**src/rtl/usb11_xact_builder_pkg.sv**
```systemverilog
// Shared constants and types for the USB 1.1 transaction builder: command-word
// bit layout, SYNC byte, CRC polynomials and the builder state encoding.
package usb11_xact_builder_pkg;

  // Command word layout: [7:0] byte, [8] channel, [9] read_lines, [10] set_rstena,
  // [11] wait_d, [12] autoack, [13] last_byte, [14] byte_out, [15] pkt.
  localparam int B_CHANNEL  = 8;
  localparam int B_WAIT_D   = 11;
  localparam int B_AUTOACK  = 12;
  localparam int B_LAST     = 13;
  localparam int B_BYTE_OUT = 14;
  localparam int B_PKT      = 15;

  localparam logic [7:0]  SYNC_BYTE  = 8'h80;
  localparam logic [4:0]  CRC5_POLY  = 5'h05;
  localparam logic [4:0]  CRC5_INIT  = 5'h1F;
  localparam logic [15:0] CRC16_POLY = 16'h8005;
  localparam logic [15:0] CRC16_INIT = 16'hFFFF;

  localparam logic [1:0] REQ_TOKEN = 2'd0;
  localparam logic [1:0] REQ_DATA  = 2'd1;
  localparam logic [1:0] REQ_RAW   = 2'd2;
  localparam logic [1:0] REQ_RSVD  = 2'd3;

  typedef enum logic [3:0] {
    ST_IDLE, ST_RAW, ST_T_SYNC, ST_T_PID, ST_T_B1, ST_T_B2,
    ST_D_SYNC, ST_D_PID, ST_D_BYTE, ST_D_CRCL, ST_D_CRCH
  } state_t;

  // Every generated packet byte is a byte_out word; read_lines/set_rstena stay 0.
  function automatic logic [15:0] mk_word(input logic [7:0] b, input logic ch,
                                          input logic pkt, input logic last,
                                          input logic ack);
    logic [15:0] w;
    w             = '0;
    w[7:0]        = b;
    w[B_CHANNEL]  = ch;
    w[B_BYTE_OUT] = 1'b1;
    w[B_PKT]      = pkt;
    w[B_LAST]     = last;
    w[B_AUTOACK]  = ack;
    w[B_WAIT_D]   = ack;
    return w;
  endfunction

endpackage

```
**src/rtl/usb11_xact_builder_if.sv**
```systemverilog
// Request, payload-write and command-word signals between the host logic
// (master) and the transaction builder (slave).
interface usb11_xact_builder_if;
  // Handshakes: a request transfers on a clock edge where req_valid & req_ready
  // are both high; fields must be stable in that cycle and are ignored after.
  // A command word transfers on every cycle cmd_wr is high (no backpressure on
  // that cycle); cmd_full low in a cycle allows the next word to be registered.
  logic        pl_wr;
  logic [2:0]  pl_addr;
  logic [7:0]  pl_data;
  logic        req_valid;
  logic        req_ready;
  logic [1:0]  req_type;
  logic        req_channel;
  logic [3:0]  req_pid;
  logic [6:0]  req_addr;
  logic [3:0]  req_endp;
  logic [3:0]  req_dpid;
  logic [3:0]  req_len;
  logic        req_autoack;
  logic [15:0] req_raw;
  logic        cmd_full;
  logic [15:0] cmd_data;
  logic        cmd_wr;
  logic        busy;

  modport master (
    output pl_wr, pl_addr, pl_data, req_valid, req_type, req_channel, req_pid,
           req_addr, req_endp, req_dpid, req_len, req_autoack, req_raw, cmd_full,
    input  req_ready, cmd_data, cmd_wr, busy
  );

  modport slave (
    input  pl_wr, pl_addr, pl_data, req_valid, req_type, req_channel, req_pid,
           req_addr, req_endp, req_dpid, req_len, req_autoack, req_raw, cmd_full,
    output req_ready, cmd_data, cmd_wr, busy
  );
endinterface

```
**src/rtl/usb11_xact_builder_crc.sv**
```systemverilog
// Token CRC5 (one 11-bit step) and data CRC16 (byte step) registers, both
// computed MSb-register / LSb-first-data as they appear on the USB wire.
module usb11_xact_builder_crc
  import usb11_xact_builder_pkg::*;
(
  input  logic        clk,
  input  logic        reset,
  input  logic        init,
  input  logic        step,
  input  logic        sel,
  input  logic [10:0] din,
  output logic [4:0]  crc5,
  output logic [15:0] crc16
);

  function automatic logic [4:0] crc5_next(input logic [4:0] c, input logic [10:0] d);
    logic [4:0] r;
    r = c;
    for (int i = 0; i < 11; i++) begin
      if (d[i] ^ r[4]) r = {r[3:0], 1'b0} ^ CRC5_POLY;
      else             r = {r[3:0], 1'b0};
    end
    return r;
  endfunction

  function automatic logic [15:0] crc16_next(input logic [15:0] c, input logic [7:0] d);
    logic [15:0] r;
    r = c;
    for (int i = 0; i < 8; i++) begin
      if (d[i] ^ r[15]) r = {r[14:0], 1'b0} ^ CRC16_POLY;
      else              r = {r[14:0], 1'b0};
    end
    return r;
  endfunction

  // sel=0 folds addr/endp into CRC5, sel=1 folds one payload byte into CRC16.
  always_ff @(posedge clk or posedge reset) begin
    if (reset) begin
      crc5  <= CRC5_INIT;
      crc16 <= CRC16_INIT;
    end else if (init) begin
      crc5  <= CRC5_INIT;
      crc16 <= CRC16_INIT;
    end else if (step) begin
      if (sel) crc16 <= crc16_next(crc16, din[7:0]);
      else     crc5  <= crc5_next(crc5, din);
    end
  end

endmodule

```
**src/rtl/usb11_xact_builder.sv**
```systemverilog
// Turns one host transaction request into the 16-bit command-word stream for
// usb11_ctrl: SYNC, PID, token fields with CRC5, optional DATAx with CRC16.
module usb11_xact_builder
  import usb11_xact_builder_pkg::*;
#(
  parameter int MAX_LEN = 8
) (
  input  logic                 clk,
  input  logic                 reset,
  usb11_xact_builder_if.slave  bus,
  output state_t               dbg_state
);

  state_t      state;
  logic [7:0]  pl_mem [0:MAX_LEN-1];
  logic        data_q, ch_q, ack_q;
  logic [3:0]  pid_q, endp_q, dpid_q, len_q, cnt;
  logic [6:0]  addr_q;
  logic [15:0] raw_q;
  logic [15:0] cmd_data_q;
  logic        cmd_wr_q;

  logic        accept, emit, crc_step, crc_sel;
  logic [10:0] crc_din;
  logic [4:0]  crc5_q, crc5_tx;
  logic [15:0] crc16_q, crc16_tx, word;
  logic [7:0]  cur_byte;
  logic [3:0]  len_clamped;

  assign accept        = bus.req_valid && (state == ST_IDLE);
  assign emit          = (state != ST_IDLE) && !bus.cmd_full;
  assign bus.req_ready = (state == ST_IDLE);
  assign bus.busy      = (state != ST_IDLE);
  assign bus.cmd_data  = cmd_data_q;
  assign bus.cmd_wr    = cmd_wr_q;
  assign dbg_state     = state;
  assign cur_byte      = pl_mem[cnt[2:0]];
  assign len_clamped   = (bus.req_len > 4'(MAX_LEN)) ? 4'(MAX_LEN) : bus.req_len;

  // Payload buffer has no reset; the host fills it while the builder is idle.
  always_ff @(posedge clk) begin
    if (bus.pl_wr) pl_mem[bus.pl_addr] <= bus.pl_data;
  end

  usb11_xact_builder_crc u_crc (
    .clk   (clk),
    .reset (reset),
    .init  (accept),
    .step  (crc_step),
    .sel   (crc_sel),
    .din   (crc_din),
    .crc5  (crc5_q),
    .crc16 (crc16_q)
  );

  // CRCs go out inverted, MSb of the register first; bytes go out LSb first.
  always_comb begin
    crc5_tx  = '0;
    crc16_tx = '0;
    for (int i = 0; i < 5; i++)  crc5_tx[i]  = ~crc5_q[4-i];
    for (int i = 0; i < 16; i++) crc16_tx[i] = ~crc16_q[15-i];
  end

  always_comb begin
    word     = '0;
    crc_step = 1'b0;
    crc_sel  = 1'b0;
    crc_din  = {endp_q, addr_q};
    case (state)
      ST_RAW:    word = raw_q;
      ST_T_SYNC: begin
        word     = mk_word(SYNC_BYTE, ch_q, 1'b1, 1'b0, 1'b0);
        crc_step = emit;
      end
      ST_T_PID:  word = mk_word({~pid_q, pid_q}, ch_q, 1'b0, 1'b0, 1'b0);
      ST_T_B1:   word = mk_word({endp_q[0], addr_q}, ch_q, 1'b0, 1'b0, 1'b0);
      ST_T_B2:   word = mk_word({crc5_tx, endp_q[3:1]}, ch_q, 1'b0, 1'b1, ack_q);
      ST_D_SYNC: word = mk_word(SYNC_BYTE, ch_q, 1'b0, 1'b0, 1'b0);
      ST_D_PID:  word = mk_word({~dpid_q, dpid_q}, ch_q, 1'b0, 1'b0, 1'b0);
      ST_D_BYTE: begin
        word     = mk_word(cur_byte, ch_q, 1'b0, 1'b0, 1'b0);
        crc_step = emit;
        crc_sel  = 1'b1;
        crc_din  = {3'b000, cur_byte};
      end
      ST_D_CRCL: word = mk_word(crc16_tx[7:0], ch_q, 1'b0, 1'b0, 1'b0);
      ST_D_CRCH: word = mk_word(crc16_tx[15:8], ch_q, 1'b0, 1'b1, 1'b0);
      default:   word = '0;
    endcase
  end

  always_ff @(posedge clk or posedge reset) begin
    if (reset) begin
      state      <= ST_IDLE;
      cmd_wr_q   <= 1'b0;
      cmd_data_q <= '0;
      cnt        <= '0;
      data_q     <= 1'b0;
      ch_q       <= 1'b0;
      ack_q      <= 1'b0;
      pid_q      <= '0;
      endp_q     <= '0;
      dpid_q     <= '0;
      len_q      <= '0;
      addr_q     <= '0;
      raw_q      <= '0;
    end else begin
      cmd_wr_q <= 1'b0;
      if (emit) begin
        cmd_wr_q   <= 1'b1;
        cmd_data_q <= word;
      end
      case (state)
        ST_IDLE: if (accept) begin
          data_q <= (bus.req_type == REQ_DATA);
          ch_q   <= bus.req_channel;
          ack_q  <= bus.req_autoack;
          pid_q  <= bus.req_pid;
          endp_q <= bus.req_endp;
          dpid_q <= bus.req_dpid;
          len_q  <= len_clamped;
          addr_q <= bus.req_addr;
          raw_q  <= bus.req_raw;
          case (bus.req_type)
            REQ_TOKEN, REQ_DATA: state <= ST_T_SYNC;
            REQ_RAW:             state <= ST_RAW;
            REQ_RSVD:            state <= ST_IDLE;
            default:             state <= ST_IDLE;
          endcase
        end
        ST_RAW:    if (emit) state <= ST_IDLE;
        ST_T_SYNC: if (emit) state <= ST_T_PID;
        ST_T_PID:  if (emit) state <= ST_T_B1;
        ST_T_B1:   if (emit) state <= ST_T_B2;
        ST_T_B2:   if (emit) state <= data_q ? ST_D_SYNC : ST_IDLE;
        ST_D_SYNC: if (emit) state <= ST_D_PID;
        ST_D_PID:  if (emit) begin
          cnt   <= '0;
          state <= (len_q == 4'd0) ? ST_D_CRCL : ST_D_BYTE;
        end
        ST_D_BYTE: if (emit) begin
          cnt <= cnt + 4'd1;
          if (cnt + 4'd1 == len_q) state <= ST_D_CRCL;
        end
        ST_D_CRCL: if (emit) state <= ST_D_CRCH;
        ST_D_CRCH: if (emit) state <= ST_IDLE;
        default:   state <= ST_IDLE;
      endcase
    end
  end

endmodule

```
**src/flat_wrapper.sv**
```systemverilog
// flat-port wrapper written by rule: the top's interface ports become plain ports
module usb11_xact_builder_flat import usb11_xact_builder_pkg::*;
#(
  parameter int MAX_LEN = 8
)
  (clk, reset, dbg_state, bus_pl_wr, bus_pl_addr, bus_pl_data, bus_req_valid, bus_req_type, bus_req_channel, bus_req_pid, bus_req_addr, bus_req_endp, bus_req_dpid, bus_req_len, bus_req_autoack, bus_req_raw, bus_cmd_full, bus_req_ready, bus_cmd_data, bus_cmd_wr, bus_busy);
  usb11_xact_builder_if bus_i ();
  input  logic clk;
  input  logic reset;
  output state_t dbg_state;
  input wire logic [$bits(bus_i.pl_wr)-1:0] bus_pl_wr;
  input wire logic [$bits(bus_i.pl_addr)-1:0] bus_pl_addr;
  input wire logic [$bits(bus_i.pl_data)-1:0] bus_pl_data;
  input wire logic [$bits(bus_i.req_valid)-1:0] bus_req_valid;
  input wire logic [$bits(bus_i.req_type)-1:0] bus_req_type;
  input wire logic [$bits(bus_i.req_channel)-1:0] bus_req_channel;
  input wire logic [$bits(bus_i.req_pid)-1:0] bus_req_pid;
  input wire logic [$bits(bus_i.req_addr)-1:0] bus_req_addr;
  input wire logic [$bits(bus_i.req_endp)-1:0] bus_req_endp;
  input wire logic [$bits(bus_i.req_dpid)-1:0] bus_req_dpid;
  input wire logic [$bits(bus_i.req_len)-1:0] bus_req_len;
  input wire logic [$bits(bus_i.req_autoack)-1:0] bus_req_autoack;
  input wire logic [$bits(bus_i.req_raw)-1:0] bus_req_raw;
  input wire logic [$bits(bus_i.cmd_full)-1:0] bus_cmd_full;
  output wire logic [$bits(bus_i.req_ready)-1:0] bus_req_ready;
  output wire logic [$bits(bus_i.cmd_data)-1:0] bus_cmd_data;
  output wire logic [$bits(bus_i.cmd_wr)-1:0] bus_cmd_wr;
  output wire logic [$bits(bus_i.busy)-1:0] bus_busy;
  assign bus_i.pl_wr = bus_pl_wr;
  assign bus_i.pl_addr = bus_pl_addr;
  assign bus_i.pl_data = bus_pl_data;
  assign bus_i.req_valid = bus_req_valid;
  assign bus_i.req_type = bus_req_type;
  assign bus_i.req_channel = bus_req_channel;
  assign bus_i.req_pid = bus_req_pid;
  assign bus_i.req_addr = bus_req_addr;
  assign bus_i.req_endp = bus_req_endp;
  assign bus_i.req_dpid = bus_req_dpid;
  assign bus_i.req_len = bus_req_len;
  assign bus_i.req_autoack = bus_req_autoack;
  assign bus_i.req_raw = bus_req_raw;
  assign bus_i.cmd_full = bus_cmd_full;
  assign bus_req_ready = bus_i.req_ready;
  assign bus_cmd_data = bus_i.cmd_data;
  assign bus_cmd_wr = bus_i.cmd_wr;
  assign bus_busy = bus_i.busy;
  usb11_xact_builder #(.MAX_LEN(MAX_LEN)) u_core (.clk(clk), .reset(reset), .bus(bus_i), .dbg_state(dbg_state));
endmodule
```
**config.mk**
```make
export PLATFORM = sky130hd
export DESIGN_NAME = usb11_xact_builder_flat
export DESIGN_NICKNAME = d
export VERILOG_FILES = /design/src/rtl/usb11_xact_builder_pkg.sv /design/src/rtl/usb11_xact_builder_if.sv /design/src/rtl/usb11_xact_builder_crc.sv /design/src/rtl/usb11_xact_builder.sv /design/src/flat_wrapper.sv
export SDC_FILE = /design/constraint.sdc
export NUM_CORES = 1
export LEC_CHECK = 0
export BUFFER_PORTS_ARGS = -buffer_cell sky130_fd_sc_hd__buf_2
export CAP_MARGIN = 20
export CORE_MARGIN = 2
export CORE_UTILIZATION = 40
export CTS_BUF_LIST = sky130_fd_sc_hd__clkbuf_4 sky130_fd_sc_hd__clkbuf_8
export CTS_CLUSTER_SIZE = 40
export DETAILED_ROUTE_END_ITERATION = 6
export GPL_TIMING_DRIVEN = 0
export PLACE_DENSITY = 0.69
export SETUP_SLACK_MARGIN = 0.4
export SYNTH_ARGS = -nofsm -noshare
export SYNTH_HDL_FRONTEND = slang
export SYNTH_SLANG_ARGS = --single-unit
```
**constraint.sdc**
```tcl
create_clock -name clk -period 7.45 [get_ports clk]
set_input_delay 0 -clock clk [delete_from_list [all_inputs] [get_ports clk]]
set_output_delay 0 -clock clk [all_outputs]
set_load 0.01 [all_outputs]
```
# After elaboration in Yosys (flattened, before gate mapping)
# Memories as Yosys holds them, arrays and structs flattened.
# Index checks and enable logic that the tools add are counted.
word_totals:
  regBits: 88
  mem_bits_rw: 64
  inputBits: 59
  out_inout_bits: 23
  elab_cells: 224
  n_memories: 1
mem_list:
  columns: ["name", "depth", "width", "rd", "rd_ports_with_merged_regs", "wr", "line_no", "source"]
  rows:
  - ["u_core.pl_mem", 8, 8, 1, 0, 1, "usb11_xact_builder.sv:15", "logic [7:0] pl_mem [0:MAX_LEN-1];"]
classes:
  addsub: 1
  magnitude_cmp: 1
  n_eq_ne: 26
  muxes: 101
  n_bitwise: 61
  n_reduce_logical: 18
op_table:
  columns: ["operator", "n"]
  rows:
  - ["$mux W16", 32]
  - ["$mux W5", 33]
  - ["$pmux W16 S10", 1]
  - ["$mux W4", 13]
  - ["$pmux W4 S10", 1]
  - ["$mux W3", 12]
  - ["$ne A2 B1 Y1 const B", 12]
  - ["$not A3 Y3", 8]
  - ["$not A2 Y2", 11]
  - ["$not A1 Y1", 21]
  - ["$xor A1 B1 Y1", 19]
  - ["$eq A4 B3 Y1 const B", 4]
  - ["$eq A4 B4 Y1 const B", 3]
  - ["$pmux W4 S3", 1]
  - ["$mux W11", 1]
  - ["$reduce_and A11 Y1", 1]
  - ["$eq A4 B2 Y1 const B", 2]
  - ["$logic_not A4 Y1", 2]
  - ["$not A4 Y4", 2]
  - ["$pmux W4 S2", 1]
  - ["$mux W1", 6]
  - ["$reduce_and A2 Y1", 3]
  - ["$reduce_bool A2 Y1", 3]
  - ["$reduce_or A2 Y1", 3]
  - ["11 further kinds", 13]

# Depth between registers and ports, before layout
# Gate-level depths: netlist of the first run.
logic_depth:
  ltp_word: 57
  mapped_depth: 11
  depth_no_buf: 8

# Modules after synthesis
# A second synthesis of the first run with hierarchy kept.
hier_totals:
  cells_unflattened: 594
  area_unflattened_um2: 7494.7
by_module_without_submodules:
  columns: ["mod", "n_inst", "cells_per_inst", "area_each_um2", "seq_area_each_um2"]
  rows:
  - ["usb11_xact_builder", 1, 488, 6234.7, 3598.5]
  - ["usb11_xact_builder_crc", 1, 106, 1260.0, 551.8]

# Worst setup path before layout of the first run
# Ideal clock, no wire load.
synth_path:
  path_type: "reg-to-reg"
  start: "reg u_core.state[2], in the netlist u_core.dbg_state[2]"
  end: "reg u_core.u_crc.crc16[1]"
  setup_ns: 0.073
  t_arrival_ns: 2.639
  required_time_ns: 7.377
  path_slack_ns: 4.738
  path_stages_with_launch: 9
  n_path_buf: 1
  path_cell_list: "dfrtp_1 -> buf_2 -> or4b_4 -> o41ai_2 -> xor2_1 -> xnor2_1 -> xnor3_2 -> xor2_1 -> a21oi_1"
synth_between:
  elab_chain_len: 41
  elab_cells_between_ends: 52
  cone_classes: "eq/ne: 2; mux: 35; bitwise: 7; reduce/logical: 8"
synth_rtl:
  columns: ["element", "line_no", "source"]
  rows:
  - ["from (decl)", "usb11_xact_builder.sv:14", "state_t state;"]
  - ["from (signal assigned)", "usb11_xact_builder.sv:135", "ST_T_B2: if (emit) state <= data_q ? ST_D_SYNC : ST_IDLE;"]
  - ["from (signal assigned)", "usb11_xact_builder.sv:139", "state <= (len_q == 4'd0) ? ST_D_CRCL : ST_D_BYTE;"]
  - ["$eq A4 B4 Y1", "usb11_xact_builder.sv:69", "case (state)"]
  - ["$mux W11", "usb11_xact_builder.sv:69", null]
  - ["$xor A1 B1 Y1", "usb11_xact_builder_crc.sv:30", "if (d[i] ^ r[15]) r = {r[14:0], 1'b0} ^ CRC16_POLY;"]
  - ["$mux W16", "usb11_xact_builder_crc.sv:30", null]
  - ["$mux W16", "usb11_xact_builder_crc.sv:45", "if (sel) crc16 <= crc16_next(crc16, din[7:0]);"]
  - ["$mux W16", "usb11_xact_builder_crc.sv:44", "end else if (step) begin"]
  - ["$mux W16", "usb11_xact_builder_crc.sv:41", "end else if (init) begin"]
  - ["$xor A1 B1 Y1", "usb11_xact_builder_crc.sv:30", null]
  - ["[25 not listed]", null, null]
  - ["$mux W16", "usb11_xact_builder_crc.sv:30", null]
  - ["$mux W16", "usb11_xact_builder_crc.sv:45", null]
  - ["$mux W16", "usb11_xact_builder_crc.sv:44", null]
  - ["$mux W16", "usb11_xact_builder_crc.sv:41", null]
  - ["$mux W16", "usb11_xact_builder_crc.sv:30", null]
  - ["$mux W16", "usb11_xact_builder_crc.sv:45", null]
  - ["$mux W16", "usb11_xact_builder_crc.sv:44", null]
  - ["$mux W16", "usb11_xact_builder_crc.sv:41", null]
  - ["to (signal assigned)", "usb11_xact_builder_crc.sv:45", null]
  - ["to (decl)", "usb11_xact_builder_crc.sv:13", "output logic [15:0] crc16"]
# Parallel ways exist; a longest one is shown, timed or not. The select of a mux whose other input is x is not followed.
# A chain may end at the register's enable or synchronous reset.

# Worst setup path after layout of the first run
layout_path:
  start: "reg u_core.cnt[1]"
  end: "reg u_core.u_crc.crc16[1]"
layout_between:
  elab_chain_len: 41
layout_rtl:
  columns: ["element", "line_no", "source"]
  rows:
  - ["from (decl)", "usb11_xact_builder.sv:17", "logic [3:0] pid_q, endp_q, dpid_q, len_q, cnt;"]
  - ["from (signal assigned)", "usb11_xact_builder.sv:142", "cnt <= cnt + 4'd1;"]
  - ["$mem_v2 Z8 W8 (*)", null, null]
  - ["$mux W11 (*)", "usb11_xact_builder.sv:69", null]
  - ["$xor A1 B1 Y1", "usb11_xact_builder_crc.sv:30", null]
  - ["$mux W16", "usb11_xact_builder_crc.sv:30", null]
  - ["$mux W16", "usb11_xact_builder_crc.sv:45", null]
  - ["$mux W16", "usb11_xact_builder_crc.sv:44", null]
  - ["$mux W16", "usb11_xact_builder_crc.sv:41", null]
  - ["$xor A1 B1 Y1", "usb11_xact_builder_crc.sv:30", null]
  - ["[25 not listed]", null, null]
  - ["$mux W16 (*)", "usb11_xact_builder_crc.sv:30", null]
  - ["$mux W16 (*)", "usb11_xact_builder_crc.sv:45", null]
  - ["$mux W16 (*)", "usb11_xact_builder_crc.sv:44", null]
  - ["$mux W16 (*)", "usb11_xact_builder_crc.sv:41", null]
  - ["$mux W16 (*)", "usb11_xact_builder_crc.sv:30", null]
  - ["$mux W16 (*)", "usb11_xact_builder_crc.sv:45", null]
  - ["$mux W16 (*)", "usb11_xact_builder_crc.sv:44", null]
  - ["$mux W16 (*)", "usb11_xact_builder_crc.sv:41", null]
# Mark *: on every way between the ends. The rest lies on a longest branch, timed or not. The select of a mux whose other input is x is not followed.

==> results_dict.tcl, run 1 <==
set metrics [dict create \
    drive_above_1_share_pct 20.7 \
    startpoint_type "register" \
    p_clk_share_pct 16.2 \
    cts_setup_buffers 0 \
    cts_max_level 4 \
    syn_area_per_cell_um2 10.7 \
    clk_latency_ns 0.47 \
    reg2reg_to "u_core.u_crc.crc16[1]" \
    die_w_um 139 \
    ys_ff_latch 152 \
    pre_cts_slack_ns 4.31 \
    slew_viol_final 0 \
    ys.warnings.count 0 \
    grtUsageTotal_pct 21.5 \
    dpl.hpwl_um 14300 \
    arrival_ns 3.56 \
    grt_first_pass_wirelength_um 32000 \
    setup.worst_path.class "reg -> reg" \
    synth-async-reset-ratio_pct 57.9 \
    num-fill-cells 1566 \
    start_util_pct 40.8 \
    grt_pass1_vias 5863 \
    io_pins 82 \
    layout_commonest_cell "nand2_1" \
    layout_common_cells "nand2_1 (166), buf_2 (87), dfrtp_1 (67)" \
    worstSetupEndpointType "register" \
    synth_top_family_by_area "simple AND/OR/NAND/NOR gates" \
    yosysSeqAreaShare_pct 56.6 \
    p_seq_share_pct 36.3 \
    reg2reg_from "u_core.cnt[1]" \
    netlist_instances 685 \
    crit_path_max_incr_delay_ns 0.82 \
    vdd_ir_drop_max_mv 0.236 \
    dr.pass1.iters 5 \
    rr_worst_depth 10 \
    internal_power_mw 2.22 \
    final-seq-area_mm2 0.00415 \
    synthMuxAreaShare_pct 6.46 \
    multi_input_area_mm2 0.00300 \
    globalplace.congestion 0.969 \
    synth_top_area_share_pct 26.2 \
    path_max_fanout 10 \
    synth_area_leaders "edfxtp_1 (26%), dfrtp_1 (23%), nand2_1 (8.5%), dfstp_2 (7.5%), xnor2_1 (4.5%)" \
    cts_tree "built" \
    synth_compound_area_share_pct 10.5 \
    relSlewSlack_pct 34.8 \
    utilization_pct 50.2 \
    worst_slack_ns 4.28 \
    drv_cap 0 \
    clock_sinks 152 \
    comb_power_share_pct 47.5 \
    setup_viol 0 \
    post_cts_resized 0 \
    max_clock_freq_mhz 315 \
    clkTransAtPathRegs_ns 0.09 \
    status "finished clean" \
    post-route-min-period_ns 3.17 \
    p_sw_mw 1.56 \
    routed_wl_um 20100 \
    avgRoutedWirePerCell_um 18.5 \
    hold_end "u_core.bus.cmd_data[14]" \
    ys.flop_type "dfrtp_1" \
    die_y_um 139 \
    synth_area_leader_cell "edfxtp_1" \
    whs_path_depth 2 \
    synth_fp_nets 745 \
    post-route-period-util_pct 42.6 \
    rsz0062_at_grt "no" \
    fin_setup_tns_ns 0 \
    rrSetupSlack_ns 4.28 \
    crit_top_cell "xor2_1" \
    placementRows 49 \
    synth_edf_count 64 \
    grt_max_degree 53 \
    hold_viol_final 0 \
    initialDrtViolationCount 522 \
    viasPerCell 5.35 \
    switching_share_pct 41.3 \
    core_mm2 0.0180 \
    drc 0 \
    power.leakage_nw 3.66 \
    ant_nets 0 \
    antenna_found_initial 0 \
    fin_skew_ns 0.0133 \
    cp_slowest_cell "a2111oi_0" \
    min-delay-start "bus_cmd_full" \
    synth_fa_ha_area_share_pct 0.171 \
    vias 5808 \
    tightest_slew_ns 0.970 \
    layout.nets 904 \
    grt-ovfl-total 0 \
    num_antenna_cells 0 \
    p_per_area_mw_per_mm2 419 \
    cts-root-buf "clkbuf_8" \
    ys_types 63 \
    die_area_mm2 0.0194 \
    synth_area_mm2 0.00734 \
    area_growth_pct 22.9 \
    holdCritPathClass "in -> reg" \
    port_buffers 80 \
    clockBufferDepth 2 \
    numCtsBuffers 17 \
    path_cells "buf_4, buf_6, nor2b_1, a2111oi_0, o41ai_2, xor2_1, xnor2_1, xnor3_2, xor2_1, a21oi_1" \
    worstPathRequired_ns 7.84 \
    hold_slack_ns 0.0429 \
    synth-xor-area-share_pct 7.23 \
    synth-simple-area-share_pct 16.5 \
]
-- kinds of logic (layout without fill, tap and decap cells) --
kind of cell,count (synthesis),count (layout)
xor gates and xnor gates,58,58
muxes,30,30
and+or+nand+nor,285,285
AOI/OAI and AO/OA,114,114
DFF,152,152
adders and majority gates,1,1
buffers and inverters,45,217
-- worst max-delay path by stage --
stage,slack [ns],cells past startpoint,start,endpoint
after floorplan,4.74,8,u_core.dbg_state[2],u_core.u_crc.crc16[1]
after global placement,4.17,2,reset,u_core.addr_q[0]
after detailed placement,4.31,10,u_core.cnt[1],u_core.u_crc.crc16[1]
after CTS,4.26,10,u_core.cnt[1],u_core.u_crc.crc16[1]
after global routing,4.08,10,u_core.cnt[1],u_core.u_crc.crc16[15]
final,4.28,10,u_core.cnt[1],u_core.u_crc.crc16[1]
-- critical path, delay by kind of cell, from the launching register on --
family | cells | cell delay [ns]
simple gates | 1 | 0.05
xor+xnor | 4 | 1.11
buf+inv | 2 | 0.37
flops | 1 | 0.39
compound gates | 3 | 1.16
-- power by group through the flow --
stage / sequential, mW / clock (mW) / combinational (mW)
after floorplan: 1.32 / 0 / 1.34
after CTS: 1.37 / 0.623 / 1.78
final: 1.37 / 0.612 / 1.79
after global routing: 1.39 / 0.657 / 1.97
after detailed placement: 1.38 / 0 / 1.75
after global placement: 1.38 / 0 / 1.72
-- layout make-up --
type | count | share of cell area [%]
Clock inverter | 14 | 1.57
Buffer | 37 | 1.79
Timing Repair Buffer | 140 | 11.2
Inverter | 8 | 0.361
Tap cell | 229 | 3.18
Clock buffer | 18 | 2.68
Sequential cell | 152 | 46.0
Multi-Input combinational cell | 488 | 33.2
-- what timing repair did --
item	CTS	global route
hold endpoints to repair	193	0
setup endpoints to repair	0	0
hold buffers	56	0
-- per-layer routing --
metal / routed length (um) / vias up / track usage (%)
met5: 0 / - / 0
met4: 627 / 0 / 8.51
met3: 1350 / 43 / 5.06
met2: 9180 / 213 / 33.0
met1: 8960 / 2832 / 29.8
li1: - / 2720 / -
-- sequential cells by signal, indices dropped and copies added, names as in the netlist --
name                 flops
u_core.pl_mem           64
u_core.bus.cmd_data     16
u_core.raw_q            16
u_core.u_crc.crc16      16
u_core.addr_q            7
u_core.u_crc.crc5        5
u_core.cnt               4
u_core.dbg_state         4
u_core.dpid_q            4
u_core.endp_q            4
u_core.len_q             4
u_core.pid_q             4
u_core.ack_q             1
u_core.bus.cmd_wr        1
u_core.ch_q              1
u_core.data_q            1
-- Yosys cell counts (6+ instances only) --
master and n:
nor3_1 13, o21ai_0 25, mux2_2 6, a31oi_1 9, buf_2 6, nand3_1 9, inv_1 8, dfrtp_1 67
mux4_2 11, xor2_1 18, a211oi_1 6, a22o_1 6, clkbuf_1 23, nand2_1 166, mux2i_1 10, xnor2_1 38
dfstp_2 21, edfxtp_1 64, a21oi_1 30, nand2b_1 12, nor2_1 64
-- metrics by stage --
stage          instances  power [mW]  area, um^2
6_report            1086        3.78        9020
5_1_grt             1086        4.02        9020
4_1_cts             1085        3.77        9010
3_5_place_dp         997        3.13        8070
3_3_place_gp         994        3.10        8020
2_1_floorplan        685        2.66        7340
(Power assumes the default switching activity.)
==> run 2: changes to the inputs <==
==> constraint.sdc (replaced) <==
create_clock -name clk -period 3 [get_ports clk]
set_input_delay 0 -clock clk [delete_from_list [all_inputs] [get_ports clk]]
set_output_delay 0 -clock clk [all_outputs]
set_load 0.01 [all_outputs]
==> results_dict.tcl, run 2 (same netlist as run 1, synthesis figures left out) <==
set metrics [dict create \
    reg2reg_from "u_core.dbg_state[3]" \
    rsz0062_at_grt "yes" \
    drive_above_1_share_pct 27.5 \
    clkTransAtPathRegs_ns 0.10 \
    avgRoutedWirePerCell_um 18.9 \
    drv_cap 0 \
    cts_max_level 4 \
    routed_wl_um 21100 \
    total_power_mw 10.4 \
    crit_path_max_incr_delay_ns 0.58 \
    setup.worst_path.class "reg -> reg" \
    area_growth_pct 30.7 \
    tightest_slew_ns 0.969 \
    viasPerCell 5.40 \
    start_util_pct 40.8 \
    top_register "u_core.pl_mem" \
    critPathLaunch "u_core.dbg_state[3]" \
    layout_common_cells "nand2_1 (165), buf_2 (82), dfrtp_1 (65)" \
    dpl.hpwl_um 14500 \
    placementRows 49 \
    path_max_fanout 8 \
    max_clock_freq_mhz 349 \
    clk_latency_ns 0.49 \
    io_pins 82 \
    grt_max_degree 55 \
    relSlewSlack_pct 35.1 \
    crit_top_cell "xor2_1" \
    numCtsBuffers 17 \
    power.leakage_nw 3.93 \
    timing.critical_path.buf_inv 0 \
    cp_slowest_cell "or4b_4" \
    die_y_um 139 \
    min-delay-start "bus_cmd_full" \
    fin_skew_ns 0.0238 \
    cpLargestDelayFamily "XOR/XNOR gates" \
    globalplace.congestion 0.997 \
    grt_pass1_vias 5975 \
    status "finished clean" \
    fin_area_mm2 0.00959 \
    drc 0 \
    clock_sinks 152 \
    core_mm2 0.0180 \
    p_per_area_mw_per_mm2 1080 \
    vdd_ir_drop_max_mv 0.571 \
    layout.nets 935 \
    die_w_um 139 \
    cts-root-buf "clkbuf_8" \
    path_cells "or4b_4, o41ai_4, xor2_1, xnor2_1, xnor3_2, xor2_1, a21oi_1" \
    grtUsageTotal_pct 21.9 \
    ant_nets 0 \
    arrival_ns 3.27 \
    grt_first_pass_wirelength_um 32600 \
    startpoint_type "register" \
    worstPathRequired_ns 3.40 \
    place_area_mm2 0.00811 \
    post-route-min-period_ns 2.87 \
    port_buffers 80 \
    layout_commonest_cell "nand2_1" \
    dr.pass1.iters 5 \
    holdCritPathClass "in -> reg" \
    vias 6031 \
    hold_viol_final 0 \
    grt-ovfl-total 0 \
    cts_tree "built" \
    num_antenna_cells 0 \
    largest_register_ffs 64 \
    setup_viol 0 \
    initialDrtViolationCount 588 \
    antenna_found_initial 0 \
    slew_viol_final 0 \
    die_area_mm2 0.0194 \
    post-route-period-util_pct 95.6 \
    clockBufferDepth 2 \
    worstSetupEndpointType "register" \
]
-- run 2: cell types whose count changed in the layout (fill, tap and decap cells not counted), sizes merged --
cell and delta:
buf +29, clkbuf +2, clkinv -1, clkinvlp +1
-- run 2: worst paths after layout --
check	cells after the start	endpoint	slack, ns
min	2	u_core.bus.cmd_data[14]	0.05
max reg2reg	7	u_core.u_crc.crc16[1]	0.13
min in group asynchronous	3	u_core.bus.cmd_data[10]	0.08
max	7	u_core.u_crc.crc16[1]	0.13
max in group asynchronous	4	u_core.u_crc.crc5[0]	2.24
min reg2reg	2	u_core.bus.cmd_data[5]	0.48
-- run 2: cell type report --
| class | count | area (um^2) |
|---|---|---|
| Clock inverter | 14 | 141 |
| Tap cell | 229 | 287 |
| Multi-Input combinational cell | 488 | 3260 |
| Clock buffer | 18 | 241 |
| Sequential cell | 152 | 4150 |
| Buffer | 37 | 223 |
| Inverter | 8 | 32.5 |
| Fill cell | 1557 | 8370 |
| Timing Repair Buffer | 171 | 1260 |
-- run 2: metrics by stage --
stage,setup TNS [ns],cells,worst slack (ns),hold slack [ns],util [%]
final,0,1117,0.132,0.0469,53.4
after global routing,0,1117,0.0707,0.0588,53.4
after CTS,0,1106,0.196,0.00743,52.0
after detailed placement,-0.297,997,-0.116,0.0562,45.1
after global placement,-18.77,994,-0.284,0.192,44.9
after floorplan,0,685,0.352,0.0989,-
-- run 2: where the power goes --
| group | leakage (nW) | switching, mW | total [mW] | internal (mW) |
|---|---|---|---|---|
| Sequential | 1.64 | 0.589 | 3.42 | 2.83 |
| Combinational | 2.10 | 2.80 | 5.40 | 2.60 |
| Clock | 0.189 | 0.875 | 1.56 | 0.687 |
-- run 2: routing by layer --
metal / vias to the layer above / wire length, um / part of all wire, % / global-route usage (%)
li1: 2778 / - / - / -
met1: 2962 / 9060 / 43 / 29.2
met2: 253 / 9910 / 47 / 35.0
met3: 38 / 1630 / 7.7 / 5.71
met4: 0 / 467 / 2.2 / 7.50
met5: - / 0 / 0 / 0
-- run 2: repair_timing --
item	4_1_cts	5_1_grt
pin swaps	18	18
cloned	1	0
endpoints found under the setup margin	20	74
buffers inserted	20	10
resized for setup	30	39
hold endpoints to repair	198	0
hold buffers	56	0
